$ cat src/rtl/pixel_fb_writer.sv
// pixel_fb_writer: takes a stream of 24-bit pixels and turns it into framebuffer
// writes for one frame of H_RES x V_RES pixels, in raster order.
// Optional feature: define FB_DOUBLE_BUFFER_EN to add a back-buffer select bit
// (fb_sel, MSB of fb_addr) that flips after every completed frame, plus disp_sel.
//
// Handshakes: a pixel transfers on a rising edge where s_axis_a_tvalid and
// s_axis_a_tready are both high; a framebuffer write transfers on a rising edge
// where fb_we and fb_wr_ready are both high. fb_we/fb_addr/fb_data hold steady
// until their transfer completes, and tvalid/tdata are never looked at unless
// tready is high.
module pixel_fb_writer #(
   parameter int H_RES  = 320,
   parameter int V_RES  = 180,
   parameter int ADDR_W = 16
) (
   input  logic              aclk,
   input  logic              areset,
   input  logic              start,
   input  logic [23:0]       s_axis_a_tdata,
   input  logic              s_axis_a_tvalid,
   output logic              s_axis_a_tready,
   output logic              fb_we,
`ifdef FB_DOUBLE_BUFFER_EN
   output logic [ADDR_W:0]   fb_addr,
   output logic              fb_sel,
   output logic              disp_sel,
`else
   output logic [ADDR_W-1:0] fb_addr,
`endif
   output logic [23:0]       fb_data,
   input  logic              fb_wr_ready,
   output logic              busy,
   output logic              frame_done,
   output logic [1:0]        state_dbg
);

   localparam logic [1:0] IDLE  = 2'd0;
   localparam logic [1:0] WRITE = 2'd1;
   localparam logic [1:0] FLUSH = 2'd2;

   localparam int XW = (H_RES > 1) ? $clog2(H_RES) : 1;
   localparam int YW = (V_RES > 1) ? $clog2(V_RES) : 1;
   localparam logic [XW-1:0] X_LAST = XW'(H_RES - 1);
   localparam logic [YW-1:0] Y_LAST = YW'(V_RES - 1);

   logic [1:0]        state;
   logic [XW-1:0]     x;
   logic [YW-1:0]     y;
   logic [ADDR_W-1:0] idx;
   logic [ADDR_W-1:0] addr_q;
   logic              sel_q;

   logic enter_write;
   logic pix_accept;
   logic wr_accept;
   logic last_pix;

   // Handshake decode. A start in the frame_done cycle is dropped so a frame
   // cannot be re-armed by the very pulse that reports the previous one.
   always_comb begin
      enter_write     = (state == IDLE) && start && !frame_done;
      wr_accept       = fb_we && fb_wr_ready;
      s_axis_a_tready = (state == WRITE) && (!fb_we || fb_wr_ready);
      pix_accept      = s_axis_a_tready && s_axis_a_tvalid;
      last_pix        = (x == X_LAST) && (y == Y_LAST);
   end

   // Frame sequencing: IDLE -> WRITE on start, WRITE -> FLUSH on the last
   // pixel, FLUSH -> IDLE once that last pixel's write has been taken.
   always_ff @(posedge aclk or posedge areset) begin
      if (areset) begin
         state <= IDLE;
      end else begin
         case (state)
            IDLE:    if (enter_write)            state <= WRITE;
            WRITE:   if (pix_accept && last_pix) state <= FLUSH;
            FLUSH:   if (wr_accept)              state <= IDLE;
            default:                             state <= IDLE;
         endcase
      end
   end

   // Raster position and running linear index; the index stands in for
   // y*H_RES + x so no multiplier is needed.
   always_ff @(posedge aclk or posedge areset) begin
      if (areset) begin
         x   <= '0;
         y   <= '0;
         idx <= '0;
      end else if (enter_write) begin
         x   <= '0;
         y   <= '0;
         idx <= '0;
      end else if (pix_accept) begin
         idx <= idx + ADDR_W'(1);
         if (x == X_LAST) begin
            x <= '0;
            y <= (y == Y_LAST) ? '0 : y + YW'(1);
         end else begin
            x <= x + XW'(1);
         end
      end
   end

   // Write request register: loaded on every accepted pixel, which may be the
   // same cycle the previous write drains, so the pipe can run at one per clock.
   always_ff @(posedge aclk or posedge areset) begin
      if (areset) begin
         fb_we   <= 1'b0;
         addr_q  <= '0;
         fb_data <= '0;
      end else if (pix_accept) begin
         fb_we   <= 1'b1;
         addr_q  <= idx;
         fb_data <= s_axis_a_tdata;
      end else if (wr_accept) begin
         fb_we   <= 1'b0;
      end
   end

   // End-of-frame pulse and buffer select flip, both on the final write.
   always_ff @(posedge aclk or posedge areset) begin
      if (areset) begin
         frame_done <= 1'b0;
         sel_q      <= 1'b0;
      end else begin
         frame_done <= (state == FLUSH) && wr_accept;
         if ((state == FLUSH) && wr_accept) sel_q <= !sel_q;
      end
   end

`ifdef FB_DOUBLE_BUFFER_EN
   assign fb_addr  = {sel_q, addr_q};
   assign fb_sel   = sel_q;
   assign disp_sel = !sel_q;
`else
   assign fb_addr  = addr_q;
   // Single-buffer build: every frame lands in the same region.
   logic unused_sel;
   assign unused_sel = sel_q;
`endif

   assign busy      = (state != IDLE);
   assign state_dbg = state;

endmodule

$ cat config.mk
export PLATFORM = sky130hd
export DESIGN_NAME = pixel_fb_writer
export DESIGN_NICKNAME = d
export VERILOG_FILES = /design/src/rtl/pixel_fb_writer.sv
export SDC_FILE = /design/constraint.sdc
export NUM_CORES = 1
export LEC_CHECK = 0
export ABC_CLOCK_PERIOD_IN_PS = 3450
export CAP_MARGIN = 20
export CORE_ASPECT_RATIO = 1.1
export CORE_UTILIZATION = 35
export DETAILED_ROUTE_END_ITERATION = 10
export PLACE_DENSITY = 0.61
export SETUP_SLACK_MARGIN = 0.5
export SYNTH_ARGS = -nofsm -noshare
export SYNTH_HDL_FRONTEND = slang
export SYNTH_SLANG_ARGS = --single-unit
$ cat constraint.sdc
create_clock -name aclk -period 3.45 [get_ports aclk]
set_clock_uncertainty 0.2 [all_clocks]
set_input_delay 0.345 -clock aclk [delete_from_list [all_inputs] [get_ports aclk]]
set_output_delay 0.345 -clock aclk [all_outputs]
set_load 0.01 [all_outputs]
==> results.json, run 1 <==
{
  "run_status": "finished clean",
  "detailed_route_iter0_violations": 121,
  "grt.total_usage": 0.153,
  "synth.most_common_cell": "nand2_1",
  "post_synth.cell_area_avg_um2": 9.29,
  "max_slew.worst_pin.slew_ns": 0.821,
  "clock_latency_ns": 0.34,
  "synth.ff_latch_count": 77,
  "finalSetupViolCount": 0,
  "number_of_nets_in_the_synthesized_netlist": 396,
  "hold_path.class": "flop to flop",
  "synth_top_area_frac": 0.570,
  "final_critical_period_ns": 2.25,
  "nNetsFinal": 473,
  "synth-edff-count": 0,
  "max_freq_ghz": 0.445,
  "place_worst_setup_slack_ns": 0.843,
  "vias": 2743,
  "post_synth_main_area_contributors": "dfrtp_1 (57%), nand2_1 (16%), o21ai_0 (2.4%)",
  "max-vdd-ir-drop_v": 0.000303,
  "post_cts_setup_repair_bufs": 0,
  "grt_pass1_wl_um": 12100,
  "synthArstFlopShare": 1.00,
  "grt_start_max_net_pins": 40,
  "placed_cell_area_mm2": 0.00428,
  "numPortBuffers": 74,
  "whs_ns": 0.273,
  "cpMaxStageDelayCell": "nor3_1",
  "worstPathRequired_ns": 3.48,
  "grt_remaining_overflow": 0,
  "yosys-top-cells-count": "nand2_1 (142), dfrtp_1 (77), nor2_1 (18)",
  "routed_wl_um": 7140,
  "maximum_cell_stage_delay_along_the_critical_path_ns": 0.55,
  "detail-route-antenna-nets": 0,
  "synthCells": 364,
  "initial_antenna_violation_count": 0,
  "dieWidth_um": 95.7,
  "post_cts_resize_count": 0,
  "wl_per_cell_um": 12.7,
  "syn-cell-area_mm2": 0.00338,
  "cp-start-kind": "flop",
  "power-per-cell-area_mw_per_mm2": 512,
  "placement_rows": 37,
  "fin_setup_tns_ns": 0,
  "yosysSeqAreaShare": 0.570,
  "postSynth.topFlopCell": "dfrtp_1",
  "drc": 0,
  "final.setup.worst_slack_ns": 1.20,
  "finished_layout_cell_area_mm2": 0.00447,
  "clkSinkCount": 77,
  "yosysUniqueCellTypes": 44,
  "num_io_pins": 75,
  "core_area_mm2": 0.00935,
  "dpl.hpwl_um": 4860,
  "yosysWarningCount": 0,
  "worst-setup-path-type": "flop to flop",
  "slew_headroom": 0.452,
  "dieHeight_um": 105,
  "worst_setup_path_end_kind": "flop",
  "power.static_leakage_uw": 0.00206,
  "gp_congestion": 0.767,
  "clk_transition_reported_paths_ns": 0.07,
  "fin_crit_sh": 0.651,
  "first_drt_pass_iteration_count": 4,
  "critPathArrivalTime_ns": 2.28,
  "vias_per_cell": 4.87,
  "critical_path.top_delay_family": "simple AND/OR/NAND/NOR gates",
  "die_area_mm2": 0.0101,
  "timing_hold_violations_final": 0,
  "number_of_hold_buffers_added_after_cts": 0,
  "cts_tree": "yes",
  "cap_viol_max_count": 0,
  "root_buffer": "clkbuf_8",
  "rsz0062_at_grt": "false",
  "final_report_max_slew_violation_count": 0,
  "cts_made_buffers": 9,
  "syn2layout_area_growth_pct": 32.1,
  "worstPathMaxFanout": 19,
  "via_count_of_the_first_global_routing_pass": 2674,
  "initial_utilization": 0.362,
  "final_core_utilization": 0.478,
  "yosys.area.top_type": "dfrtp_1",
  "critPathBufInv": 0,
  "cts_max_level": 3,
  "antenna_cells_inserted": 0,
  "drive_above_1_share": 0.0628,
  "cp_cell_sequence": "and2b_1 > nand3_2 > nor3_1 > a31oi_1 > a41o_1",
  "maximum_clock_path_buffer_count": 2
}
## registers in the layout, indices dropped and copies added (netlist names)
name / flops
fb_data: 24
state_dbg: 2
fb_we: 1
frame_done: 1
y: 8
x: 9
fb_addr: 16
idx: 16
## worst register-to-register path: stages, from the launching register on
cell     delay [ns]
dfrtp_1        0.44
and2b_1        0.25
nand3_2        0.32
nor3_1         0.56
a31oi_1        0.16
a41o_1         0.22
## placed cells by master, fill, tap and decap left out, types with 3 or more instances in the layout
cell type / count
o21ai_0: 16
xor2_1: 6
nor2_1: 18
nor3_1: 3
nand2b_1: 3
nand2_1: 142
dfrtp_1: 77
nand3_1: 12
ha_1: 3
xnor2_1: 7
inv_1: 5
clkdlybuf4s50_1: 74
buf_4: 4
nand4_1: 8
nor2b_1: 3
o211ai_1: 4
clkbuf_8: 10
o31ai_1: 7
## power by group
| group | leakage (uW) | switching, uW | internal, uW |
|---|---|---|---|
| Clock | 0.0000964 | 316 | 352 |
| Combinational | 0.000963 | 221 | 245 |
| Sequential | 0.00100 | 118 | 1040 |
## kinds of logic (layout without fill, tap and decap cells)
kind of cell | Yosys count | after routing | synth area share
buf+inv | 19 | 101 | 0.0218
simple gates | 212 | 212 | 0.281
mux | 2 | 2 | 0.00592
xor+xnor | 13 | 13 | 0.0337
flops | 77 | 77 | 0.570
compound gates | 38 | 38 | 0.0769
fa+ha+maj | 3 | 3 | 0.0111
## layout make-up
| cell class | count | area, um^2 |
|---|---|---|
| Clock buffer | 12 | 145 |
| Tap cell | 117 | 146 |
| Multi-Input combinational cell | 268 | 1390 |
| Timing Repair Buffer | 79 | 791 |
| Inverter | 6 | 22.5 |
| Clock inverter | 4 | 47.5 |
| Sequential cell | 77 | 1930 |
| Fill cell | 898 | 4880 |
## stage by stage
step                      instances  power [uW]
after detailed placement        547        1640
after global placement          547        1630
after global routing            563        2430
after floorplan                 364        1400
after CTS                       563        2330
final                           563        2290
## path summary, 6_finish.rpt
| path | slack, ns | to | startpoint | cells past startpoint |
|---|---|---|---|---|
| worst max-delay path | 1.20 | idx[15]$_DFFE_PP0P_ | state_dbg[1]$_DFFE_PP0P_ | 5 |
| worst min-delay path | 0.27 | fb_data[8]$_DFFE_PP0P_ | fb_data[8]$_DFFE_PP0P_ | 2 |
| worst max register to register | 1.20 | idx[15]$_DFFE_PP0P_ | state_dbg[1]$_DFFE_PP0P_ | 5 |
| worst min register to register | 0.27 | fb_data[8]$_DFFE_PP0P_ | fb_data[8]$_DFFE_PP0P_ | 2 |
| max in group asynchronous | 2.08 | fb_addr[13]$_DFFE_PP0P_ | areset | 3 |
| min in group asynchronous | 0.29 | idx[9]$_DFFE_PP0P_ | areset | 2 |
## routing by layer
| layer | wire [um] | track usage | up-vias |
|---|---|---|---|
| li1 | - | - | 1373 |
| met1 | 3500 | 0.211 | 1281 |
| met2 | 3100 | 0.232 | 78 |
| met3 | 416 | 0.0306 | 11 |
| met4 | 129 | 0.0672 | 0 |
| met5 | 0 | 0 | - |
No activity file was read; power rests on OpenSTA's default activity.
==> run 2, diff against run 1 <==
- ABC_CLOCK_PERIOD_IN_PS: 3450 -> 2200
- clock period: 3.45 -> 2.2 ns (I/O delays scaled with it)
==> results.json, run 2 (synthesized netlist as in run 1, its figures left out) <==
{
  "run_status": "finished clean",
  "grt.total_usage": 0.175,
  "dieHeight_um": 105,
  "regToRegEndpoint": "y[4]$_DFFE_PP0P_",
  "final_critical_period_ns": 1.88,
  "max_flop_register": "fb_data",
  "layout.cells.most_common_list": "nand2_1 (89), dfrtp_1 (75), clkdlybuf4s50_1 (47)",
  "grt_start_max_net_pins": 78,
  "vias": 3051,
  "worst-setup-path-type": "flop to flop",
  "first_drt_pass_iteration_count": 4,
  "syn2layout_area_growth_pct": 66.3,
  "via_count_of_the_first_global_routing_pass": 2916,
  "grt_remaining_overflow": 0,
  "largest_reg_flops": 24,
  "root_buffer": "clkbuf_8",
  "placement_rows": 37,
  "power_total_uw": 4020,
  "r2r-start": "state_dbg[1]$_DFFE_PP0P_",
  "wl_per_cell_um": 16.1,
  "slew_headroom": 0.710,
  "worstPathRequired_ns": 2.22,
  "fin_setup_tns_ns": 0,
  "max_freq_ghz": 0.531,
  "fin_crit_sh": 0.856,
  "clock_latency_ns": 0.34,
  "cts_made_buffers": 9,
  "cts_tree": "yes",
  "antenna_cells_inserted": 0,
  "worstPathMaxFanout": 7,
  "grt_pass1_wl_um": 13600,
  "dpl.hpwl_um": 5040,
  "hold_path.class": "primary input to asynchronous set/reset pin",
  "r2r_slack_ns": 0.32,
  "routed_wl_um": 9750,
  "final_report_max_slew_violation_count": 0,
  "cp-start-kind": "flop",
  "finalSetupViolCount": 0,
  "r2r.worst_path.cells": 5,
  "clkSinkCount": 77,
  "detailed_route_iter0_violations": 132,
  "layout.cells.most_common": "nand2_1",
  "critPathArrivalTime_ns": 1.91,
  "cap_viol_max_count": 0,
  "detail-route-antenna-nets": 0,
  "maximum_clock_path_buffer_count": 2,
  "clk_transition_reported_paths_ns": 0.08,
  "timing_hold_violations_final": 0,
  "cts_max_level": 3,
  "rsz0062_at_grt": "true",
  "initial_antenna_violation_count": 0,
  "power-per-cell-area_mw_per_mm2": 714,
  "die_area_mm2": 0.0101,
  "drive_above_1_share": 0.339,
  "core_area_mm2": 0.00935,
  "initial_utilization": 0.362,
  "max_slew.worst_pin.slew_ns": 0.434,
  "power.static_leakage_uw": 0.00288,
  "drc": 0,
  "max-vdd-ir-drop_v": 0.000461,
  "gp_congestion": 0.782,
  "n_fill_cell": 778,
  "dieWidth_um": 95.7,
  "vias_per_cell": 5.05,
  "nNetsFinal": 515,
  "num_io_pins": 75,
  "numPortBuffers": 74,
  "worst_setup_path_end_kind": "flop"
}
-- run 2: per-layer routing --
metal  vias to the layer above  global-route usage  wire, um
li1                       1457                   -         -
met1                      1488               0.239      4240
met2                       100               0.269      4820
met3                         6              0.0408       616
met4                         0              0.0640        76
met5                         -                   0         0
-- run 2: cell type report --
type,instances,area [um^2],area share
inverter,6,26.3,0.00467
clock buffer,11,151,0.0269
tap,117,146,0.0260
multi-input combinational,268,1910,0.339
sequential,77,1930,0.343
clock inverter,4,47.5,0.00845
timing repair buffer,121,1420,0.252
-- run 2: worst max path at each step --
stage | endpoint | depth (start not counted) | start | slack [ns]
6_report | y[4]$_DFFE_PP0P_ | 5 | state_dbg[1]$_DFFE_PP0P_ | 0.32
5_1_grt | idx[15]$_DFFE_PP0P_ | 6 | state_dbg[1]$_DFFE_PP0P_ | 0.26
4_1_cts | idx[15]$_DFFE_PP0P_ | 5 | state_dbg[1]$_DFFE_PP0P_ | 0.37
3_5_place_dp | y[4]$_DFFE_PP0P_ | 7 | fb_wr_ready | 0.08
3_3_place_gp | fb_data[10]$_DFFE_PP0P_ | 7 | fb_wr_ready | 0.11
2_1_floorplan | y[3]$_DFFE_PP0P_ | 5 | state_dbg[1]$_DFFE_PP0P_ | 0.34
-- run 2: per-stage QoR --
| step | worst slack (ns) | hold slack [ns] | util | std cells | cell area (um^2) |
|---|---|---|---|---|---|
| floorplan | 0.336 | 0.125 | - | 364 | 3440 |
| global placement | 0.105 | 0.256 | 0.465 | 551 | 4350 |
| detailed placement | 0.0783 | 0.262 | 0.465 | 551 | 4350 |
| CTS | 0.371 | 0.156 | 0.528 | 588 | 4930 |
| global route | 0.259 | 0.177 | 0.602 | 604 | 5630 |
| finish | 0.317 | 0.138 | 0.602 | 604 | 5630 |
-- run 2: power breakdown --
group	internal (uW)	leakage [uW]	total, uW	switching (uW)
sequential	1620	0.00100	1840	216
clock	577	0.000101	1100	520
combinational	576	0.00178	1080	508
total	2780	0.00288	4020	1240
-- run 2: critical path: stages, from the launching register on --
cell and delay, ns:
dfrtp_2 0.44, or4b_4 0.64, o21ai_4 0.14, nor2b_1 0.08, o21ai_1 0.18, o31ai_2 0.09
-- run 2: repair_timing --
action	CTS	global route
pin swaps	11	69
setup buffers	19	10
cloned	3	6
setup endpoints to repair	60	96
gates resized for setup	51	140
hold buffers	0	0
